File: src/rtl/hazard_scoreboard.sv
// Hazard unit for the 5-stage MIPS pipeline: operand and HI/LO forwarding, load-use,
// branch and divider stalls, exception flush, and a saturating stall-cycle counter.
module hazard_scoreboard #(
  parameter int REG_AW      = 5,
  parameter int LONG_CYCLES = 32,
  parameter int CNT_W       = 16
) (
  input  logic              clk,
  input  logic              resetn,
  input  logic [REG_AW-1:0] rsD,
  input  logic [REG_AW-1:0] rtD,
  input  logic              branchD,
  input  logic              balD,
  input  logic [REG_AW-1:0] rsE,
  input  logic [REG_AW-1:0] rtE,
  input  logic [REG_AW-1:0] writeregE,
  input  logic              regwriteE,
  input  logic              memtoregE,
  input  logic              divstartE,
  input  logic              hiloreadE,
  input  logic [REG_AW-1:0] writeregM,
  input  logic              regwriteM,
  input  logic              memtoregM,
  input  logic              hilowriteM,
  input  logic [REG_AW-1:0] writeregW,
  input  logic              regwriteW,
  input  logic              hilowriteW,
  input  logic              flush_excp,
  output logic              forwardaD,
  output logic              forwardbD,
  output logic [1:0]        forwardaE,
  output logic [1:0]        forwardbE,
  output logic [1:0]        forwardhE,
  output logic              stallF,
  output logic              stallD,
  output logic              stallE,
  output logic              flushD,
  output logic              flushE,
  output logic              flushM,
  output logic              div_busy,
  output logic              div_done,
  output logic [CNT_W-1:0]  stall_cnt
);

  // A one-cycle divider still needs a one-bit counter to hold its (zero) load value.
  localparam int DCW = (LONG_CYCLES > 1) ? $clog2(LONG_CYCLES) : 1;

  typedef enum logic [1:0] {IDLE = 2'd0, BUSY = 2'd1, DONE = 2'd2} div_state_t;

  div_state_t     state;
  logic [DCW-1:0] div_cnt;
  logic           lwstall;
  logic           branchstall;
  logic           stall_div;

  function automatic logic [CNT_W-1:0] sat_inc(input logic [CNT_W-1:0] v);
    return (&v) ? v : v + CNT_W'(1);
  endfunction

  // M has priority over W because it holds the younger result.
  function automatic logic [1:0] fwd_sel(input logic [REG_AW-1:0] src,
                                         input logic [REG_AW-1:0] wm, input logic rwm,
                                         input logic [REG_AW-1:0] ww, input logic rww);
    if (src != '0 && src == wm && rwm)      return 2'b10;
    else if (src != '0 && src == ww && rww) return 2'b01;
    else                                    return 2'b00;
  endfunction

  always_comb begin
    lwstall     = memtoregE && (writeregE != '0) &&
                  (rsD == writeregE || rtD == writeregE);
    branchstall = branchD &&
                  ((regwriteE && (writeregE != '0) && (rsD == writeregE || rtD == writeregE)) ||
                   (memtoregM && (writeregM != '0) && (rsD == writeregM || rtD == writeregM)));
    stall_div   = (state == IDLE && divstartE) || (state == BUSY);

    forwardaD = (rsD != '0) && (rsD == writeregM) && regwriteM;
    forwardbD = (rtD != '0) && (rtD == writeregM) && regwriteM;
    forwardaE = fwd_sel(rsE, writeregM, regwriteM, writeregW, regwriteW);
    forwardbE = fwd_sel(rtE, writeregM, regwriteM, writeregW, regwriteW);
    forwardhE = !hiloreadE ? 2'b00 : hilowriteM ? 2'b10 : hilowriteW ? 2'b01 : 2'b00;

    stallF = lwstall || branchstall || stall_div;
    stallD = stallF;
    stallE = stall_div;
    // A held E stage must keep its instruction, so it is never bubbled while stalled.
    flushE = (lwstall || branchstall) && !balD && !stall_div;
    flushD = 1'b0;
    flushM = 1'b0;

    if (!resetn) begin
      forwardaD = 1'b0;
      forwardbD = 1'b0;
      forwardaE = 2'b00;
      forwardbE = 2'b00;
      forwardhE = 2'b00;
    end
    if (!resetn || flush_excp) begin
      stallF = 1'b0;
      stallD = 1'b0;
      stallE = 1'b0;
      flushD = 1'b1;
      flushE = 1'b1;
      flushM = 1'b1;
    end
  end

  // Divider occupancy FSM and stall counter
  always_ff @(posedge clk) begin
    if (!resetn) begin
      state     <= IDLE;
      div_cnt   <= '0;
      div_busy  <= 1'b0;
      div_done  <= 1'b0;
      stall_cnt <= '0;
    end else begin
      if (stallF) stall_cnt <= sat_inc(stall_cnt);
      if (flush_excp) begin
        state    <= IDLE;
        div_cnt  <= '0;
        div_busy <= 1'b0;
        div_done <= 1'b0;
      end else begin
        case (state)
          IDLE: begin
            div_done <= 1'b0;
            if (divstartE) begin
              state    <= BUSY;
              div_cnt  <= DCW'(LONG_CYCLES - 1);
              div_busy <= 1'b1;
            end
          end
          BUSY: begin
            if (div_cnt == '0) begin
              state    <= DONE;
              div_busy <= 1'b0;
              div_done <= 1'b1;
            end else begin
              div_cnt <= div_cnt - DCW'(1);
            end
          end
          DONE: begin
            state    <= IDLE;
            div_done <= 1'b0;
          end
          default: begin
            state    <= IDLE;
            div_cnt  <= '0;
            div_busy <= 1'b0;
            div_done <= 1'b0;
          end
        endcase
      end
    end
  end

endmodule

File: config.mk
export PLATFORM = sky130hd
export DESIGN_NAME = hazard_scoreboard
export DESIGN_NICKNAME = d
export VERILOG_FILES = /design/src/rtl/hazard_scoreboard.sv
export SDC_FILE = /design/constraint.sdc
export NUM_CORES = 1
export LEC_CHECK = 0
export BUFFER_PORTS_ARGS = -buffer_cell sky130_fd_sc_hd__buf_2
export CAP_MARGIN = 5
export CORE_ASPECT_RATIO = 0.9
export CORE_UTILIZATION = 52
export CTS_BUF_LIST = sky130_fd_sc_hd__clkbuf_16
export CTS_CLUSTER_DIAMETER = 100
export DETAILED_ROUTE_END_ITERATION = 8
export PLACE_DENSITY = 0.94
export RECOVER_POWER = 50
export SLEW_MARGIN = 20
export SYNTH_ARGS = -nofsm -noshare
export SYNTH_HDL_FRONTEND = slang
export SYNTH_SLANG_ARGS = --single-unit
File: constraint.sdc
create_clock -name clk -period 3.6 [get_ports clk]
set_clock_uncertainty 0.15 [all_clocks]
set_input_delay 0.72 -clock clk [delete_from_list [all_inputs] [get_ports clk]]
set_output_delay 0.72 -clock clk [all_outputs]
set_load 0.01 [all_outputs]
After elaboration in Yosys (flattened, before gate mapping)
Cells that the tools add are included.

cells by class
  $mul = 0
  equality and inequality tests = 13
  magnitude comparators = 0
  muxes and demuxes = 25
  bitwise operators = 4
  add/subtract/negate cells = 2
  shifts and indexed selects = 0
  reductions and logical operators = 47
  divide/modulo/power cells = 0

operators by type and width
  operator               count
  $eq 5x5->1             8
  $reduce_bool 5->1      6
  $logic_and 1x1->1      22
  $mux 2                 9
  $add 16x1->16 const B  1
  $reduce_and 16->1      1
  $pmux 5 s3             1
  $mux 1                 11
  $mux 5                 2
  $logic_or 1x1->1       7
  $reduce_and 3->1       2
  $logic_not 5->1        1
  $sub 5x1->5 const B    1
  $ne 2x2->1 const B     2
  $not 1->1              4
  $pmux 2 s2             1
  $reduce_and 2->1       2
  $logic_not 1->1        3
  $pmux 1 s3             1
  $reduce_or 3->1        1
  $eq 2x1->1 const B     1
  $eq 2x2->1 const B     1
  $logic_not 2->1        1
  $ne 2x1->1 const B     1
  $reduce_or 2->1        1

storage, ports and cells
  register bits = 25
  bits in latches = 0
  logic and storage cells = 96
  memory bits (read-only) = 0
  bits in writable memories = 0
  memories kept = 0

Longest topological paths before layout
  word-level depth = 9
  depth in mapped cells = 9
  depth with buffers taken out = 9

Least setup slack after synthesis
OpenSTA, ideal clock, no wires.

  kind = input to output
  from = input writeregE[1]
  to = output stallF
  stages = 7
  arrival time = 2.163 ns
  setup slack = 0.567 ns
  data required time = 2.730 ns
  path through = or4_1 -> nor2_1 -> a211oi_2 -> nor3b_4 -> buf_2 -> nor2_1 -> buf_4

on the way
  cells in the longest elaborated chain, start to end = 8
  elaborated cells on any way between the ends = 13

ends and longest elaborated chain
  element                                                RTL line    source
  start: declaration                                     16          input logic [REG_AW-1:0] writeregE,
  $eq 5x5->1 or $reduce_bool 5->1 (tied branches)        71, 73, 70
  $logic_or 1x1->1 or $logic_and 1x1->1 (tied branches)  71, 73
  $logic_and 1x1->1                                      73          ((regwriteE && (writeregE != '0) && (rsD == writeregE || rtD == writeregE)) ||
  $logic_or 1x1->1                                       73
  $logic_and 1x1->1                                      72          branchstall = branchD &&
  $logic_or 1x1->1 * (2 in series)                       83          stallF = lwstall || branchstall || stall_div;
  $mux 1 *                                               n/a
  end: declaration                                       34          output logic stallF,

Mark *: on every way between the ends. The rest lies on a longest branch, timed or not.

Worst setup path in the final report
  from = input writeregE[2]
  to = output flushE

on the way
  cells in the longest elaborated chain, start to end = 9
  elaborated cells on any way between the ends = 14

ends and longest elaborated chain
  element                                                RTL line    source
  $eq 5x5->1 or $reduce_bool 5->1 (tied branches)        71, 73, 70
  $logic_or 1x1->1 or $logic_and 1x1->1 (tied branches)  71, 73
  $logic_and 1x1->1                                      73
  $logic_or 1x1->1                                       73
  $logic_and 1x1->1                                      72
  $logic_or 1x1->1 *                                     87          flushE = (lwstall || branchstall) && !balD && !stall_div;
  $logic_and 1x1->1 * (2 in series)                      87
  $mux 1 *                                               98          if (!resetn || flush_excp) begin
  end: declaration                                       38          output logic flushE,

Marked as above.

==> results list <==
* Average wire length per cell after detail routing: 13.4 um
- The path class of the tightest hold or removal check is reg2reg.
* Vias in the first global route: 1769
- Total wire length after detailed routing: 4860 um
* Maximum number of pins on one net before global-route repair: 25
* Full die area: 4050 um^2
- Wire length of the first global-routing pass: 7680 um
- The worst setup path is launched from an input port.
- Number of DRC violations after detailed routing: 0
- STA classifies the critical path endpoint as an output port.
- In the synthesized netlist, the number of instances is 250.
- The synthesized design contains 0 enable-type register cells.
- In the final design database the tool counted 372 nets.
- Status: finished, final reports clean
* Most area-consuming cells after synthesis: sky130_fd_sc_hd__dfxtp_1 25%, sky130_fd_sc_hd__xnor2_1 12%, sky130_fd_sc_hd__xor2_1 6.2%, sky130_fd_sc_hd__a21oi_1 4.3%, sky130_fd_sc_hd__or4_1 3.8%
* IR drop worst, VDD: 0.000194 V
* Ant diodes: 0
- The HPWL after detailed placement is 3730 um.
- RSZ-0062 raised after global routing: false
* Final antenna-violating net count: 0
- The worst path in the final design needs a cycle of 3.03 ns, including I/O delays and setup.
* Proportion of layout cells with a drive suffix above 1: 22.8%
- Clock tree from TritonCTS: built
* Fin. Hold Viols: 0
* Library cell with the largest summed area after synthesis: sky130_fd_sc_hd__dfxtp_1
- When the netlist entered floorplanning its net count stood at 301.
* Data required time at the worst endpoint: 2.73 ns
- The number of slew-limit violations in the final report came to 0.
- Die width: 67.0 um
* Leakage power figure: 0.000920 uW
- Dividing the synthesized area by the synthesized cell count gives 7.91 um^2.
- Maxcap violations: 0
- For this run, the total global-route usage over all layers was measured as 24.5%.
- Slew at the pin with the worst max-slew slack: 0.753 ns
- Worst-case clock buffer depth: 2
- Final std cell area, no fill: 2400 um^2
- CTS built an H-tree with a depth of 1.
* Leading register cell type out of synthesis: sky130_fd_sc_hd__dfxtp_1
- Post-synth cell types: 41
* Die height: 60.5 um
- Async S/R FF share, synth: 0%
- Launch point of the worst hold path: div_cnt[1]$_SDFFE_PN0P_
- Clock network latency to the later pin of the worst-skew pair: 0.26 ns
* Top-Level Pins: 81
- Synthesized cell area: 1980 um^2
* Routability-driven placement congestion ratio: 0.813
- Crit share post-route: 84.2%
* CTS buffer count: 3
* Routed via count divided by cell count: 5.80
- Static timing analysis puts the maximum clock frequency at 330 MHz.
- Cell Pwr Density: 295 nW/um^2
* Setup Total Neg Slack: 0 ns
- CTS clk-pin slew, worst paths: 0.06 ns
- Clock tree synthesis found a total of 25 sinks.
- For this run the aggregate overflow at the end of global routing stands at 0.
- Critical R2R Launch: stall_cnt[5]$_SDFFE_PN0P_
- In this run, post-CTS repair resized a total of 0 instances.
- In this run the worst path has a maximum fanout of 3.
- Classification of the worst setup path: in2out
- Core outline area: 3500 um^2
- Initial Util: 56.4%
- The floorplan has 20 rows.
- Power consumption: 708 uW
* Number of detailed-routing iterations run before antenna repair: 4
- For this design, the CTS-stage hold fixing added 0 buffers.
- In this run the worst setup path begins at writeregE[2].
* Placement Cell Area: 2340 um^2
- The synthesized design contains 25 register bits.
* Headroom to the max-slew limit: 49.8%
* CP Data Arrival Time: 2.16 ns
* Synth-to-Final Area Change: 21.3%
- Clock tree synthesis selected as its root buffer the cell sky130_fd_sc_hd__clkbuf_16.
- Count of port buffers added during placement: 80
- Sequential area share after synthesis: 25.3%
- The Yosys step of the flow raised 0 warnings.
- The library cell used most frequently in the layout, excluding fill and tap cells, is sky130_fd_sc_hd__buf_2.
- For this block, the initial DRC count from the detailed router was 221.
* Routed via count: 2111
- The initial antenna violation count was 0.
- Post-CTS timing repair inserted 0 buffers for setup.
* Most used cells in the layout excluding fill and tap cells: 62 x sky130_fd_sc_hd__buf_2, 26 x sky130_fd_sc_hd__xnor2_1, 25 x sky130_fd_sc_hd__dfxtp_1, 19 x sky130_fd_sc_hd__nand2_1, 19 x sky130_fd_sc_hd__clkbuf_1
* Fraction of post-synthesis cell area in the top cell type by area: 25.3%
- The layout has 303 filler cells.
- Count of endpoints failing setup in the final report: 0
-- stage by stage --
step | hold WS [ns] | worst slack (ns) | cells | util, %
after floorplan | 0.295 | 0.567 | 250 | -
after global routing | 0.367 | 0.394 | 364 | 68.4
final | 0.337 | 0.569 | 364 | 68.4
after CTS | 0.336 | 0.549 | 364 | 69.2
after global placement | 0.318 | 0.585 | 360 | 66.8
after detailed placement | 0.326 | 0.550 | 360 | 66.8
-- path summary, 6_finish.rpt --
check                                                 end  slack, ns  cells after the start
worst max register to register  stall_cnt[8]$_SDFFE_PN0P_       1.31                      7
worst min register to register    div_cnt[1]$_SDFFE_PN0P_       0.34                      2
worst min-delay path              div_cnt[1]$_SDFFE_PN0P_       0.34                      2
worst max-delay path                               flushE       0.57                      8
-- registers in the layout (all words and copies together), names as in the netlist --
name / cells
div_busy: 1
stall_cnt: 16
div_done: 1
div_cnt: 5
state: 2
-- final cells by class --
cell class	count	area (um^2)	area share, %
clock inverters	1	7.51	0.313
inverters	6	22.5	0.939
well taps	44	55.1	2.30
clock buffers	3	75.1	3.13
repair buffers	83	397	16.5
flip-flops and latches	25	500	20.9
multi-input cells	202	1340	55.9
-- routing by layer --
| layer | global-route usage (%) | vias to the layer above | wire [um] |
|---|---|---|---|
| met5 | 0 | - | 0 |
| met3 | 2.63 | 9 | 241 |
| met4 | 8.21 | 0 | 80 |
| met2 | 44.4 | 88 | 2460 |
| li1 | - | 1052 | - |
| met1 | 30.5 | 962 | 2080 |
-- report_power, final --
part | total, uW | internal (uW) | switching (uW)
clock network | 253 | 151 | 102
logic | 166 | 71.7 | 94.0
registers | 289 | 282 | 6.65
-- synth_stat cells (5+ instances only) --
master / instances
sky130_fd_sc_hd__a21oi_1: 17
sky130_fd_sc_hd__buf_6: 5
sky130_fd_sc_hd__clkbuf_1: 6
sky130_fd_sc_hd__dfxtp_1: 25
sky130_fd_sc_hd__inv_1: 6
sky130_fd_sc_hd__mux2i_1: 5
sky130_fd_sc_hd__nand2_1: 19
sky130_fd_sc_hd__nand2b_1: 8
sky130_fd_sc_hd__nand3_1: 11
sky130_fd_sc_hd__nand4_1: 9
sky130_fd_sc_hd__nor2_1: 18
sky130_fd_sc_hd__nor3_1: 7
sky130_fd_sc_hd__nor4_1: 8
sky130_fd_sc_hd__o21ai_0: 7
sky130_fd_sc_hd__o31ai_1: 6
sky130_fd_sc_hd__or4_1: 10
sky130_fd_sc_hd__xnor2_1: 26
sky130_fd_sc_hd__xor2_1: 14
-- cells by family after synthesis --
| logic type | Yosys count | synth area share (%) |
|---|---|---|
| buffers and inverters | 23 | 6.90 |
| AOI/OAI and AO/OA | 43 | 13.8 |
| xor gates and xnor gates | 40 | 17.7 |
| DFF | 25 | 25.3 |
| muxes | 5 | 2.53 |
| adders and majority gates | 2 | 1.27 |
| and+or+nand+nor | 112 | 32.5 |
-- critical path: stages --
cell and delay, ns:
sky130_fd_sc_hd__buf_2 0.12, sky130_fd_sc_hd__xor2_1 0.16, sky130_fd_sc_hd__nor3_1 0.22, sky130_fd_sc_hd__nand3_1 0.12
sky130_fd_sc_hd__a211oi_2 0.33, sky130_fd_sc_hd__nor2b_1 0.09, sky130_fd_sc_hd__o31ai_1 0.22, sky130_fd_sc_hd__buf_2 0.17
Power figures use the tool's default switching activity.
